`src/rtl/if_fetch_unit.sv`:
```
// Instruction-fetch stage: owns the PC, issues one outstanding imem
// request at a time and fills the IF/ID pipeline register.
module if_fetch_unit #(
  parameter logic [31:0] RESET_PC = 32'h0000_0000
) (
  input  logic        clk,
  input  logic        rst_n,
  input  logic [31:0] next_pc,
  input  logic        redirect,
  input  logic        stall,
  output logic [31:0] pc,
  output logic        imem_req,
  output logic [31:0] imem_addr,
  input  logic        imem_gnt,
  input  logic        imem_rvalid,
  input  logic [31:0] imem_rdata,
  output logic        if_id_valid,
  output logic [31:0] if_id_pc,
  output logic [31:0] if_id_instr,
  output logic        if_id_excp
);

  typedef enum logic [2:0] {
    S_BOOT,
    S_REQ,
    S_WAIT,
    S_HOLD,
    S_ERR
  } state_t;

  state_t      r_state;
  logic [31:0] r_pc;
  logic        r_req;
  logic        r_kill;
  logic        r_boot;
  logic        r_err_done;
  logic [31:0] r_hold;
  logic        r_v;
  logic [31:0] r_ipc;
  logic [31:0] r_instr;
  logic        r_excp;

  logic        w_load;
  logic [31:0] w_ld_instr;
  logic        w_ld_excp;
  logic        w_nx_al;
  logic        w_pc_al;

  assign w_nx_al = (next_pc[1:0] == 2'b00);
  assign w_pc_al = (r_pc[1:0] == 2'b00);

  always_comb begin
    w_load     = 1'b0;
    w_ld_instr = imem_rdata;
    w_ld_excp  = 1'b0;
    if (!redirect && !stall) begin
      unique case (r_state)
        S_WAIT: w_load = imem_rvalid && !r_kill;
        S_HOLD: begin
          w_load     = 1'b1;
          w_ld_instr = r_hold;
        end
        S_ERR: begin
          w_load     = !r_err_done;
          w_ld_instr = 32'h0;
          w_ld_excp  = 1'b1;
        end
        default: w_load = 1'b0;
      endcase
    end
  end

  always_ff @(posedge clk or negedge rst_n) begin
    if (!rst_n) begin
      r_state    <= S_BOOT;
      r_pc       <= RESET_PC;
      r_req      <= 1'b0;
      r_kill     <= 1'b0;
      r_boot     <= 1'b0;
      r_err_done <= 1'b0;
      r_hold     <= 32'h0;
    end else begin
      unique case (r_state)
        S_BOOT: begin
          if (!r_boot) begin
            r_boot <= 1'b1;
          end else begin
            r_state <= S_REQ;
            r_req   <= w_pc_al;
          end
        end
        S_REQ: begin
          if (redirect) begin
            r_pc <= next_pc;
            if (r_req && imem_gnt) begin
              r_state <= S_WAIT;
              r_kill  <= 1'b1;
              r_req   <= 1'b0;
            end else begin
              r_req <= w_nx_al;
            end
          end else if (!w_pc_al) begin
            r_state    <= S_ERR;
            r_err_done <= 1'b0;
            r_req      <= 1'b0;
          end else if (r_req && imem_gnt) begin
            r_state <= S_WAIT;
            r_req   <= 1'b0;
          end
        end
        S_WAIT: begin
          if (imem_rvalid) begin
            if (r_kill || redirect) begin
              r_kill  <= 1'b0;
              r_state <= S_REQ;
              if (redirect) begin
                r_pc  <= next_pc;
                r_req <= w_nx_al;
              end else begin
                r_req <= w_pc_al;
              end
            end else if (stall) begin
              r_hold  <= imem_rdata;
              r_state <= S_HOLD;
            end else begin
              r_pc    <= next_pc;
              r_state <= S_REQ;
              r_req   <= w_nx_al;
            end
          end else if (redirect) begin
            r_pc   <= next_pc;
            r_kill <= 1'b1;
          end
        end
        S_HOLD: begin
          if (redirect || !stall) begin
            r_pc    <= next_pc;
            r_state <= S_REQ;
            r_req   <= w_nx_al;
          end
        end
        S_ERR: begin
          if (redirect) begin
            r_pc    <= next_pc;
            r_state <= S_REQ;
            r_req   <= w_nx_al;
          end else if (!stall) begin
            r_err_done <= 1'b1;
          end
        end
        default: begin
          r_state <= S_BOOT;
          r_req   <= 1'b0;
        end
      endcase
    end
  end

  // redirect flushes, stall freezes, otherwise load or bubble
  always_ff @(posedge clk or negedge rst_n) begin
    if (!rst_n) begin
      r_v     <= 1'b0;
      r_ipc   <= 32'h0;
      r_instr <= 32'h0;
      r_excp  <= 1'b0;
    end else if (redirect) begin
      r_v    <= 1'b0;
      r_excp <= 1'b0;
    end else if (!stall) begin
      if (w_load) begin
        r_v     <= 1'b1;
        r_ipc   <= r_pc;
        r_instr <= w_ld_instr;
        r_excp  <= w_ld_excp;
      end else begin
        r_v    <= 1'b0;
        r_excp <= 1'b0;
      end
    end
  end

  assign pc          = r_pc;
  assign imem_req    = r_req;
  assign imem_addr   = r_pc;
  assign if_id_valid = r_v;
  assign if_id_pc    = r_ipc;
  assign if_id_instr = r_instr;
  assign if_id_excp  = r_excp;

endmodule

```
`config.mk`:
```
export PLATFORM = sky130hd
export DESIGN_NAME = if_fetch_unit
export DESIGN_NICKNAME = d
export VERILOG_FILES = /design/src/rtl/if_fetch_unit.sv
export SDC_FILE = /design/constraint.sdc
export NUM_CORES = 1
export LEC_CHECK = 0
export CELL_PAD_IN_SITES_DETAIL_PLACEMENT = 0
export CELL_PAD_IN_SITES_GLOBAL_PLACEMENT = 1
export CORE_MARGIN = 3
export CORE_UTILIZATION = 36
export DETAILED_ROUTE_END_ITERATION = 7
export PLACE_DENSITY_LB_ADDON = 0.1
export SLEW_MARGIN = 25
export SYNTH_ARGS = -nofsm -noshare
export SYNTH_HDL_FRONTEND = slang
export SYNTH_SLANG_ARGS = --single-unit
```
`constraint.sdc`:
```
create_clock -name clk -period 2.1 [get_ports clk]
set_input_delay 0.315 -clock clk [delete_from_list [all_inputs] [get_ports clk]]
set_output_delay 0.315 -clock clk [all_outputs]
set_load 0.1 [all_outputs]
```
# Word-level counts from Yosys, hierarchy flattened
# Cells that the tools add are included.
# totals
register_bits	137
in_bits	70
out_inout_bits	131
elab_cells	108
# classes
eq_ne	20
muxes	51
bitwise_logic	3
n_reduce_logical	23
# op_table
operator	n
$mux 32	6
$pmux 32 s3	1
$pmux 32 s2	1
$mux 1	29
$ne 2x2->1 const B	11
$mux 3	7
$pmux 3 s5	1
$reduce_and 5->1	2
$ne 3x3->1 const B	3
$ne 4x4->1 const B	2
$reduce_and 4->1	2
$eq 3x2->1 const B	2
$reduce_and 3->1	2
$reduce_and 6->1	1
$pmux 1 s5	1
$logic_not 1->1	4
$logic_not 2->1	2
$mux 2	2
$pmux 1 s2	2
$reduce_bool 2->1	2
$eq 3x1->1 const B	1
$eq 3x3->1 const B	1
$logic_and 1x1->1	3
$logic_not 3->1	1
5 further kinds	8

# Longest topological paths before layout
# depth
depth_word	7
depth_mapped	7
depth_no_buf	5

# Least setup slack after synthesis
# No wires, ideal clock.
# synth_timing
path_type	register to register
start	register r_req, in the netlist imem_req
end	register r_req, in the netlist imem_req
setup_ns	0.126
arrival_ns	1.859
required_ns	1.974
setup_slack_ns	0.115
stages_incl_launch_ff	6
n_path_buf	0
synth_period_minus_slack_ns	1.985
cell_sequence	dfrtp_1 nand2_1 a21o_1 a221oi_1 nor2_1 mux2_2
# synth_between
elab_chain_cells	4
elab_cells_between_ends	6
classes_between	eq/ne (1); mux (3); reduce/logical (2)
# synth_rtl
item	line	source
from (decl)	33	logic r_req;
from (signal assigned)	89	r_req <= w_pc_al;
from (signal assigned)	100	r_req <= w_nx_al;
from (signal assigned)	118	r_req <= w_nx_al;
$logic_and 1x1->1 *	95, 106	
$mux 1	95	if (r_req && imem_gnt) begin
$mux 1	93	if (redirect) begin
$pmux 1 s5	83	unique case (r_state)
# Mark *: on every way between the ends. The rest lies on a longest branch, timed or not.
# A chain may end at the register's enable or synchronous reset.

# Final worst setup path
# layout_timing
start	register r_state[2]
end	register r_ipc[13], in the netlist if_id_pc[13]
# layout_between
elab_chain_cells	4
elab_cells_between_ends	6
classes_between	eq/ne (3); mux (2); reduce/logical (1)
# layout_rtl
item	line	source
from (decl)	31	state_t r_state;
from (signal assigned)	75	r_state <= S_BOOT;
from (signal assigned)	88	r_state <= S_REQ;
from (signal assigned)	96	r_state <= S_WAIT;
$eq 3x3->1 / $eq 3x2->1 (equally long branches)	57	unique case (r_state)
$pmux 1 s3 *	57	
$mux 1 *	56	if (!redirect && !stall) begin
$reduce_and 3->1 (no source line) *	--	
to (signal assigned)	172	r_ipc <= r_pc;
to (decl)	39	logic [31:0] r_ipc;
# Marked as above.

==> reports/metrics.csv <==
metric,value,unit
"CTS clk-pin slew, worst paths",0.06,ns
Worst Skew,0.00907,ns
post-synth net total,523,
initial antenna violation count,0,
GRT met1 Usage,19.8,%
Worst-Skew Late Latency,0.41,ns
critical path arrival,2.20,ns
die width,134,µm
PnR worst setup slack,0.190,ns
critical path capture point type,flip-flop,
"Seq/Total Area, Yosys",58.3,%
Synth Instances,453,
Worst Max-Slew Pin Slew,0.578,ns
Area Growth Syn to Fin,40.6,%
I/O pin cnt,201,
Starting Density,36.9,%
post-layout min period,1.91,ns
mapped cell area,5880,µm²
kind of critical path,flip-flop to flip-flop,
total core area,15900,µm²
die area,17900,µm²
Site Rows,46,
Critical-path top delay cell,dfrtp_1,
root buffer cell,clkbuf_16,
"commonest cells after routing, fill and taps aside","144 x buf_4, 137 x dfrtp_1, 96 x mux2_2",
vias in the first global route,4364,
CP startpoint kind,flip-flop,
Hold Fails Final Rpt,0,
"Cell Chain, Critical Path",and2b_1 > o21ai_2 > a211oi_4 > buf_12 > mux2_2,
Top Usage Layer GRT,met2,
DRT antenna net count,0,
first-pass GRT wire length,23300,µm
met2 usage,28.1,%
Buffers & Inverters on Critical Path,1,
period utilization,91.0,%
FF-to-FF setup slack,0.19,ns
Slew HR,61.5,%
worst min path class,input port to asynchronous set/reset pin,
Buffers on Ports,200,
GPL Wtd Cong,0.757,
Fmax,0.524,GHz
Initial DRC Count,190,
average size of a mapped cell,13.0,µm²
vias per cell,4.82,
"FFs w/ async S/R, synth",100,%
worst-path fanout max,34,
top_reg_cell synth,dfrtp_1,
Yosys warnings,0,
Crit path depth,5,
vias after detailed routing,4162,
Pre-Repair DR Iteration Count,4,
max cap viols,0,
number of synthesized flops with an enable pin,0,
fin cells,863,
# setup viols final,0,
GRT Util Overall,16.5,%
Placed Cells incl. Taps,830,
largest net degree at the start of global routing,52,
#FFs+latches synth,137,
Routed WL,14200,µm
CTS tree,yes,
clock buffer depth,2,
outcome,finished clean,
Place WS,-0.237,ns
Max Slew Vio Count,0,
critical path's largest stage delay,0.44,ns
CTS sink count,137,
"commonest non-fill, non-tap cell in the layout",buf_4,
CTS Buf Count,17,
RSZ-0062 raised after global routing,false,
wire per inst,16.5,µm
met3 usage,4.95,%
Critical R2R Launch,r_state[2],
gr ovfl total,0,
die span in y,134,µm
library cells used by synthesis,38,
share of layout cells above drive strength 1,44.8,%
dpl hpwl,9820,µm
Register-to-Register Path Depth,5,
drc violations,0,
CP Data Required Time,2.39,ns
final net count,704,
FF-to-FF End,if_id_pc[13],
H-tree level count,4,
critical path's top delay family,flip-flops,
n_diodes,0,
[registers in the layout, summed over array words and instances (netlist names)]
signal	cells
if_id_instr	32
if_id_excp	1
r_hold	32
imem_req	1
if_id_pc	32
r_kill	1
r_err_done	1
r_boot	1
imem_addr	32
if_id_valid	1
r_state	3
[metrics by stage]
stage	hold slack (ns)	utilization, %	setup TNS (ns)	instance area [µm²]
2_1_floorplan	0.0194	-	0	5880
3_3_place_gp	0.235	48.0	-12.20	7650
3_5_place_dp	0.236	48.0	-12.18	7650
4_1_cts	0.363	51.8	0	8260
5_1_grt	0.400	51.9	0	8270
6_report	0.374	51.9	0	8270
[cell usage after synthesis (all sizes together) (2+ instances only)]
cell	count	area share (%)
buf	56	7.1
nor3	4	0.34
nor2b	3	0.32
a22oi	32	4.1
a211o	2	0.30
a211oi	2	0.47
a31oi	2	0.32
dfrtp	137	58
nor2	43	2.9
nand2	6	0.38
a21oi	38	3.2
clkbuf	4	0.26
mux2	97	19
nand2b	3	0.32
and2	2	0.21
o21ai	7	0.66
[kinds of logic after synthesis]
logic type,count (synthesis),share of synthesized area [%]
AOI/OAI and AO/OA,90,10.0
buffers and inverters,61,7.41
DFF,137,58.3
muxes,98,18.7
and+or+nand+nor,67,5.49
[worst reg2reg max path: stages, from the launching register on]
cell,delay [ns]
dfrtp_1,0.44
and2b_1,0.30
o21ai_2,0.09
a211oi_4,0.31
buf_12,0.25
mux2_2,0.40
[routing by layer]
metal  routed length [µm]  vias up
met1                 5640     2084
li1                     -     1942
met4                  293        0
met2                 7430      117
met3                  859       19
met5                    0        -
[cell type report]
class | count | area, µm²
fill | 1442 | 7680
sequential | 137 | 3430
multi-input combinational | 255 | 2030
timing repair buffer | 222 | 1930
clock buffer | 21 | 480
tap | 216 | 270
clock inverter | 11 | 120
inverter | 1 | 3.75
[worst max path at each step]
stage | end | startpoint
6_report | if_id_pc[13] | r_state[2]
5_1_grt | if_id_pc[30] | r_state[2]
4_1_cts | if_id_instr[7] | r_state[2]
3_5_place_dp | if_id_instr[7] | imem_rvalid
3_3_place_gp | if_id_instr[23] | imem_rvalid
2_1_floorplan | imem_req | imem_req
[repair_timing]
action / in CTS / in global routing
resized for setup: 0 / 1
hold buffers: 1 / 0
endpoints found under the hold margin: 30 / 0
setup endpoints to repair: 0 / 15
buffers inserted: 0 / 0
Power is left out: the tool's default activity adds up to more than one toggle a clock period on the data nets, which glitch-free logic cannot reach.
